--- config.mk ---
export PLATFORM = sky130hd
export DESIGN_NAME = fifo_wr_ptr_ctrl_flat
export DESIGN_NICKNAME = d
export VERILOG_FILES = /design/src/rtl/fifo_wr_ptr_ctrl_if.sv /design/src/rtl/fifo_wr_ptr_ctrl.sv /design/src/flat_wrapper.sv
export SDC_FILE = /design/constraint.sdc
export NUM_CORES = 1
export LEC_CHECK = 0
export CELL_PAD_IN_SITES_DETAIL_PLACEMENT = 2
export CELL_PAD_IN_SITES_GLOBAL_PLACEMENT = 2
export CORE_MARGIN = 2
export CORE_UTILIZATION = 32
export CTS_BUF_LIST = sky130_fd_sc_hd__clkbuf_4
export DETAILED_ROUTE_END_ITERATION = 6
export PLACE_DENSITY = 0.94
export SETUP_SLACK_MARGIN = 0.05
export SYNTH_ARGS = -nofsm -noshare
export SYNTH_HDL_FRONTEND = slang
export SYNTH_SLANG_ARGS = --single-unit
--- constraint.sdc ---
create_clock -name i_clk -period 4.75 [get_ports i_clk]
set_input_delay 0.95 -clock i_clk [delete_from_list [all_inputs] [get_ports i_clk]]
set_output_delay 0.95 -clock i_clk [all_outputs]
set_load 0.02 [all_outputs]
--- src/rtl/fifo_wr_ptr_ctrl_if.sv ---
`default_nettype none
// fifo_wr_ptr_ctrl_if: push handshake, synchronised read pointer and status bundle
// for the async-FIFO write-side pointer controller.  Rev 1.0
interface fifo_wr_ptr_ctrl_if #(
   parameter int ADDR_WIDTH = 3
);
   logic                  i_wr_en;
   logic [ADDR_WIDTH:0]   i_rd_ptr_gray_sync;
   logic [ADDR_WIDTH-1:0] o_wr_addr;
   logic                  o_wr_valid;
   logic [ADDR_WIDTH:0]   o_wr_ptr_gray;
   logic                  o_full;
   logic                  o_almost_full;
   logic [ADDR_WIDTH:0]   o_fill_level;
   logic                  o_overflow;

   modport master (
      output i_wr_en,
      output i_rd_ptr_gray_sync,
      input  o_wr_addr,
      input  o_wr_valid,
      input  o_wr_ptr_gray,
      input  o_full,
      input  o_almost_full,
      input  o_fill_level,
      input  o_overflow
   );

   modport slave (
      input  i_wr_en,
      input  i_rd_ptr_gray_sync,
      output o_wr_addr,
      output o_wr_valid,
      output o_wr_ptr_gray,
      output o_full,
      output o_almost_full,
      output o_fill_level,
      output o_overflow
   );
endinterface
`default_nettype wire

--- src/rtl/fifo_wr_ptr_ctrl.sv ---
`default_nettype none
// fifo_wr_ptr_ctrl: write-domain binary/Gray pointer with full, almost-full,
// fill-level and overflow status against the synchronised read pointer.  Rev 1.0
module fifo_wr_ptr_ctrl #(
   parameter int ADDR_WIDTH   = 3,
   parameter int AFULL_THRESH = 6
) (
   input  logic             i_clk,
   input  logic             i_rst_n,
   fifo_wr_ptr_ctrl_if.slave bus
);
   localparam int                PTR_W     = ADDR_WIDTH + 1;
   localparam int                MSB       = ADDR_WIDTH;
   localparam logic [ADDR_WIDTH:0] AFULL_LVL = PTR_W'(AFULL_THRESH);

   logic [ADDR_WIDTH:0] bin;
   logic [ADDR_WIDTH:0] bin_next;
   logic [ADDR_WIDTH:0] gray_next;
   logic [ADDR_WIDTH:0] rg;
   logic [ADDR_WIDTH:0] rbin;
   logic [ADDR_WIDTH:0] full_gray;
   logic [ADDR_WIDTH:0] level_next;
   logic                push;

   assign rg       = bus.i_rd_ptr_gray_sync;
   assign push     = bus.i_wr_en & ~bus.o_full;
   assign bin_next = bin + {{ADDR_WIDTH{1'b0}}, push};
   assign gray_next = bin_next ^ (bin_next >> 1);

   // Full when the write pointer is exactly one lap ahead: in Gray this is the
   // read pointer with its two top bits inverted.
   assign full_gray = {~rg[MSB], ~rg[MSB-1], rg[MSB-2:0]};

   always_comb begin
      rbin = '0;
      for (int i = 0; i <= ADDR_WIDTH; i++) begin
         rbin[i] = ^(rg >> i);
      end
   end

   // Stale read pointer can only under-count reads, so this never under-reports.
   assign level_next = bin_next - rbin;

   assign bus.o_wr_addr  = bin[ADDR_WIDTH-1:0];
   assign bus.o_wr_valid = push;

   always_ff @(posedge i_clk or negedge i_rst_n) begin
      if (!i_rst_n) begin
         bin               <= '0;
         bus.o_wr_ptr_gray <= '0;
         bus.o_full        <= 1'b0;
         bus.o_almost_full <= 1'b0;
         bus.o_fill_level  <= '0;
         bus.o_overflow    <= 1'b0;
      end else begin
         bin               <= bin_next;
         bus.o_wr_ptr_gray <= gray_next;
         bus.o_full        <= (gray_next == full_gray);
         bus.o_almost_full <= (level_next >= AFULL_LVL);
         bus.o_fill_level  <= level_next;
         bus.o_overflow    <= bus.i_wr_en & bus.o_full;
      end
   end
endmodule
`default_nettype wire
--- src/flat_wrapper.sv ---
// flat-port wrapper written by rule: the top's interface ports become plain ports
module fifo_wr_ptr_ctrl_flat 
#(
   parameter int ADDR_WIDTH   = 3,
   parameter int AFULL_THRESH = 6
)
  (i_clk, i_rst_n, bus_i_wr_en, bus_i_rd_ptr_gray_sync, bus_o_wr_addr, bus_o_wr_valid, bus_o_wr_ptr_gray, bus_o_full, bus_o_almost_full, bus_o_fill_level, bus_o_overflow);
  fifo_wr_ptr_ctrl_if #(.ADDR_WIDTH(ADDR_WIDTH)) bus_i ();
  input  logic i_clk;
  input  logic i_rst_n;
  input wire logic [$bits(bus_i.i_wr_en)-1:0] bus_i_wr_en;
  input wire logic [$bits(bus_i.i_rd_ptr_gray_sync)-1:0] bus_i_rd_ptr_gray_sync;
  output wire logic [$bits(bus_i.o_wr_addr)-1:0] bus_o_wr_addr;
  output wire logic [$bits(bus_i.o_wr_valid)-1:0] bus_o_wr_valid;
  output wire logic [$bits(bus_i.o_wr_ptr_gray)-1:0] bus_o_wr_ptr_gray;
  output wire logic [$bits(bus_i.o_full)-1:0] bus_o_full;
  output wire logic [$bits(bus_i.o_almost_full)-1:0] bus_o_almost_full;
  output wire logic [$bits(bus_i.o_fill_level)-1:0] bus_o_fill_level;
  output wire logic [$bits(bus_i.o_overflow)-1:0] bus_o_overflow;
  assign bus_i.i_wr_en = bus_i_wr_en;
  assign bus_i.i_rd_ptr_gray_sync = bus_i_rd_ptr_gray_sync;
  assign bus_o_wr_addr = bus_i.o_wr_addr;
  assign bus_o_wr_valid = bus_i.o_wr_valid;
  assign bus_o_wr_ptr_gray = bus_i.o_wr_ptr_gray;
  assign bus_o_full = bus_i.o_full;
  assign bus_o_almost_full = bus_i.o_almost_full;
  assign bus_o_fill_level = bus_i.o_fill_level;
  assign bus_o_overflow = bus_i.o_overflow;
  fifo_wr_ptr_ctrl #(.ADDR_WIDTH(ADDR_WIDTH), .AFULL_THRESH(AFULL_THRESH)) u_core (.i_clk(i_clk), .i_rst_n(i_rst_n), .bus(bus_i));
endmodule
## Word level (Yosys, flattened, before mapping)

Cells that the tools add are included.

- Register bits: 15
- Bits of input ports: 7
- Output and inout port bits: 15
- Logic and storage cells: 20

- Add/subtract/negate cells: 2
- $lt $le $gt $ge: 1
- Eq/ne operators: 1
- Bitwise logic cells: 6
- Reduce and logical (&&, ||, !) cells: 4

Operators by type and width:

| kind | count |
|---|---|
| XOR reduction 4 bit | 4 |
| adder 4 x 1 -> 4 bit | 1 |
| == test 4 bit | 1 |
| >= comparator 4 x 3 -> 1 bit, second input constant | 1 |
| subtractor 4 bit | 1 |
| XOR 4 x 3 -> 4 bit | 1 |
| NOT 1 bit | 3 |
| AND 1 bit | 2 |

## Longest topological paths before layout

- Depth in word-level cells: 5
- Mapped depth: 8
- Gate-level depth less buffers: 8

## Worst setup path after synthesis

OpenSTA, ideal clock, no wires.

- Kind: input port to flip-flop
- Start point: in bus_i_wr_en
- End point: reg u_core.bus.o_almost_full
- Library setup time: 0.127 ns
- Data arrival time: 2.701 ns
- Data required time: 4.623 ns
- Setup slack: 1.922 ns
- Stages on the path: 8
- Buffers on the path: 0
- Path through: nor2b_1 -> ha_1 -> ha_1 -> ha_1 -> nor2b_1 -> o21ai_0 -> a21oi_1 -> nand3b_1

- Longest elaborated chain between the ends: 4

RTL lines:

| item | RTL line | source |
|---|---|---|
| start, declared | flat_wrapper.sv:11 | `input wire logic [$bits(bus_i.i_wr_en)-1:0] bus_i_wr_en;` |
| AND 1 bit | fifo_wr_ptr_ctrl.sv:26 | `assign push = bus.i_wr_en & ~bus.o_full;` |
| adder 4 x 1 -> 4 bit | fifo_wr_ptr_ctrl.sv:27 | `assign bin_next = bin + {{ADDR_WIDTH{1'b0}}, push};` |
| named net u_core.bin_next[1] | fifo_wr_ptr_ctrl.sv:17 | `logic [ADDR_WIDTH:0] bin_next;` |
| subtractor 4 bit | fifo_wr_ptr_ctrl.sv:42 | `assign level_next = bin_next - rbin;` |
| >= comparator 4 x 3 -> 1 bit | fifo_wr_ptr_ctrl.sv:59 | `bus.o_almost_full <= (level_next >= AFULL_LVL);` |
| end signal, assigned | fifo_wr_ptr_ctrl.sv:59 |  |
| end, declared | fifo_wr_ptr_ctrl_if.sv:36 | `output o_almost_full,` |

The timed path passes the listed nets, and every way through them passes these cells.

## Worst setup path in the final report

- Start point: in bus_i_wr_en
- End point: out bus_o_wr_valid

- Longest elaborated chain between the ends: 1

RTL lines:

| item | RTL line | source |
|---|---|---|
| AND 1 bit | fifo_wr_ptr_ctrl.sv:26 |  |
| end, declared | flat_wrapper.sv:14 | `output wire logic [$bits(bus_i.o_wr_valid)-1:0] bus_o_wr_valid;` |

Every way passes these cells.

==> run summary <==
EDFF count, synth -> 0
routability cong. -> 0.701
max incr delay on CP -> 0.65 ns
Mapped Area -> 689 sq um
initial antenna violation count -> 0
Layout Utilization -> 47.9%
Clock Power Share -> 8.2%
Min Hold Slack -> 0.537 ns
clock tree sinks -> 14
cell-internal power -> 0.471 mW
fillcell total -> 205
Initial DRC Count -> 5
HPWL after detailed placement -> 1280 um
CTS resizes -> 0
Final Power -> 0.837 mW
I/O pin cnt -> 22
die area -> 2540 sq um
combinational share of power -> 65.5%
status -> completed
Max Cap Viol -> 0
Worst-Skew Late Latency -> 0.27 ns
Placement Setup Slack -> 1.38 ns
Final min period -> 3.22 ns
final worst clock skew -> 0.00446 ns
Final Net Count -> 94
#FFs+latches synth -> 14
Post-Synthesis Cells -> 55
Slew @ Worst Pin -> 0.652 ns
Pre-Repair DR Iteration Count -> 2
die width -> 50.4 um
area grow syn2layout -> 39.2%
WL/cell -> 14.8 um
design area -> 960 sq um
Worst Setup End Kind -> output port
vias in the first global route -> 566
Net Sw Frac -> 43.7%
leakage -> 0.421 nW
met1 GRT Util -> 16.7%
post-synth top area cell -> dfrtp_1
sum of buffers and inverters on the critical path -> 2
most frequent cell after synthesis -> dfrtp_1
Placed Cells -> 103
largest net degree at the start of global routing -> 15
vias per std cell -> 4.42
Critical Path Source Type -> primary input
GRT Util Overall -> 14.8%
clk root buf -> clkbuf_4
Most common cell on crit path -> clkdlybuf4s50_1
largest delay contributor family on the critical path -> buffers and inverters
synth cell count leaders -> dfrtp_1 (14), xnor2_1 (9), inv_1 (6), ha_1 (5), xor2_1 (4)
RSZ-0062 raised after global routing -> no
Synth area leaders -> dfrtp_1 (51%), xnor2_1 (11%), ha_1 (9.1%)
critical path arrival -> 2.27 ns
Synth top area share -> 50.8%
Post-synth ARST share -> 100%
placed inst area -> 933 sq um
CP Data Required Time -> 3.80 ns
# diodes -> 0
met2 Use GR -> 27.0%
Yosys Warn Count -> 0
final setup fails -> 0
IO Port Bufs -> 21
footprint of the multi-input gates -> 317 sq um
relative max-transition margin -> 56.4%
Crit Path Class -> in2out
slack of the critical path -> 1.53 ns
Post-CTS Setup Inserts -> 0
Top FF cell, synth -> dfrtp_1
Final TNS setup -> 0 ns
Post-DRT Antenna Nets -> 0
pwr dens -> 872 nW/um^2
share of layout cells above drive strength 1 -> 7.50%
peak supply drop -> 0.292 mV
Worst Path Max Fanout -> 2
H-tree levels -> 1
placeable core area -> 2000 sq um
DRC viols -> 0
fin crit share -> 67.9%
Final Hold Fails -> 0
final WL -> 1580 um
GRT overflow -> 0
total number of vias -> 473
NetSw -> 0.366 mW
syn avg cell area -> 12.5 sq um
Site Rows -> 16
non-filler cells, final -> 107
initial core utilization -> 34.4%
Sequential Power Share -> 26.3%
register area share after synthesis -> 50.8%
worst min path class -> reg2reg
first-pass GRT wire length -> 2720 um
clk slew on worst S/H paths -> 0.09 ns
syn nets -> 68
hold buffer count at cts -> 0
slowest stage cell, crit path -> clkdlybuf4s50_1
post-synth cell types -> 19
gr busiest metal -> met2
Storage cell area -> 350 sq um
Die Y -> 50.4 um
fmax -> 0.310 GHz
met3 usage -> 3.87%
max-slew violations -> 0
clock buffer depth -> 2
Num CTS Buffers -> 3
CTS tree -> yes
CP Cell Sequence -> clkdlybuf4s50_1, nor2b_1, clkdlybuf4s50_1
cell type report:
type                       instances  share of cell area (%)
clock inverter                     1                   0.391
sequential                        14                    36.5
tap                               27                    3.52
inverter                           6                    2.35
clock buffer                       3                    2.35
multi-input combinational         35                    33.0
timing repair buffer              21                    21.9
registers in the layout, indices dropped and copies added (netlist names):
name / cells
u_core.bus.o_almost_full: 1
u_core.bin: 4
u_core.bus.o_full: 1
u_core.bus.o_fill_level: 4
u_core.bus.o_wr_ptr_gray: 3
u_core.bus.o_overflow: 1
logic make-up after synthesis:
logic type | share of synthesized area (%)
AO/OA/AOI/OAI | 4.35
AND/OR/NAND/NOR | 8.35
buffers and inverters | 3.27
adder cells (fa/ha/maj) | 12.0
flip-flops | 50.8
XOR/XNOR | 21.2
power by group through the flow:
| stage | Combinational [mW] | Sequential [mW] | Clock (mW) |
|---|---|---|---|
| finish | 0.548 | 0.220 | 0.0688 |
| global route | 0.605 | 0.228 | 0.0796 |
| CTS | 0.561 | 0.221 | 0.0705 |
| detailed placement | 0.551 | 0.224 | 0 |
| global placement | 0.527 | 0.217 | 0 |
| floorplan | 0.277 | 0.292 | 0 |
worst reg2reg max path: stages (launching register included):
cell and delay (ns):
dfrtp_1 0.40, nor2b_1 0.19, ha_1 0.24, ha_1 0.32, ha_1 0.33, nor2b_1 0.14, o21ai_0 0.25, a21oi_1 0.13
nand3b_1 0.17
metal layers:
layer | vias to the layer above | wire length, um
met5 | - | 0
met3 | 2 | 81
met2 | 19 | 787
met4 | 0 | 18
li1 | 225 | -
met1 | 227 | 693
placed cells by master (no fill, tap or decap):
cell	synthesis	final
ha_1	5	5
nor2b_1	2	2
and2_1	1	1
nand3b_1	1	1
xnor2_2	1	1
clkinv_1	0	1
xnor2_1	9	9
a211oi_2	1	1
dfrtp_1	14	14
clkbuf_4	0	3
inv_1	6	6
or3_1	1	1
fa_1	1	1
nand2_1	1	1
a21oi_1	1	1
nand2b_1	1	1
o21ai_0	1	1
nand3_1	3	3
xor2_1	4	4
xor2_2	1	1
a21boi_1	1	1
clkdlybuf4s50_1	0	21
final timing paths:
path                                   start                          end  slack, ns  depth (start not counted)
setup / recovery                 bus_i_wr_en               bus_o_wr_valid       1.53                          3
hold / removal             u_core.bus.o_full        u_core.bus.o_overflow       0.54                          1
setup reg to reg           u_core.bus.o_full     u_core.bus.o_almost_full       2.47                          8
hold reg to reg            u_core.bus.o_full        u_core.bus.o_overflow       0.54                          1
max in group asynchronous            i_rst_n   u_core.bus.o_fill_level[3]       3.26                          1
min in group asynchronous            i_rst_n  u_core.bus.o_wr_ptr_gray[2]       1.07                          1
(Power assumes the default switching activity.)
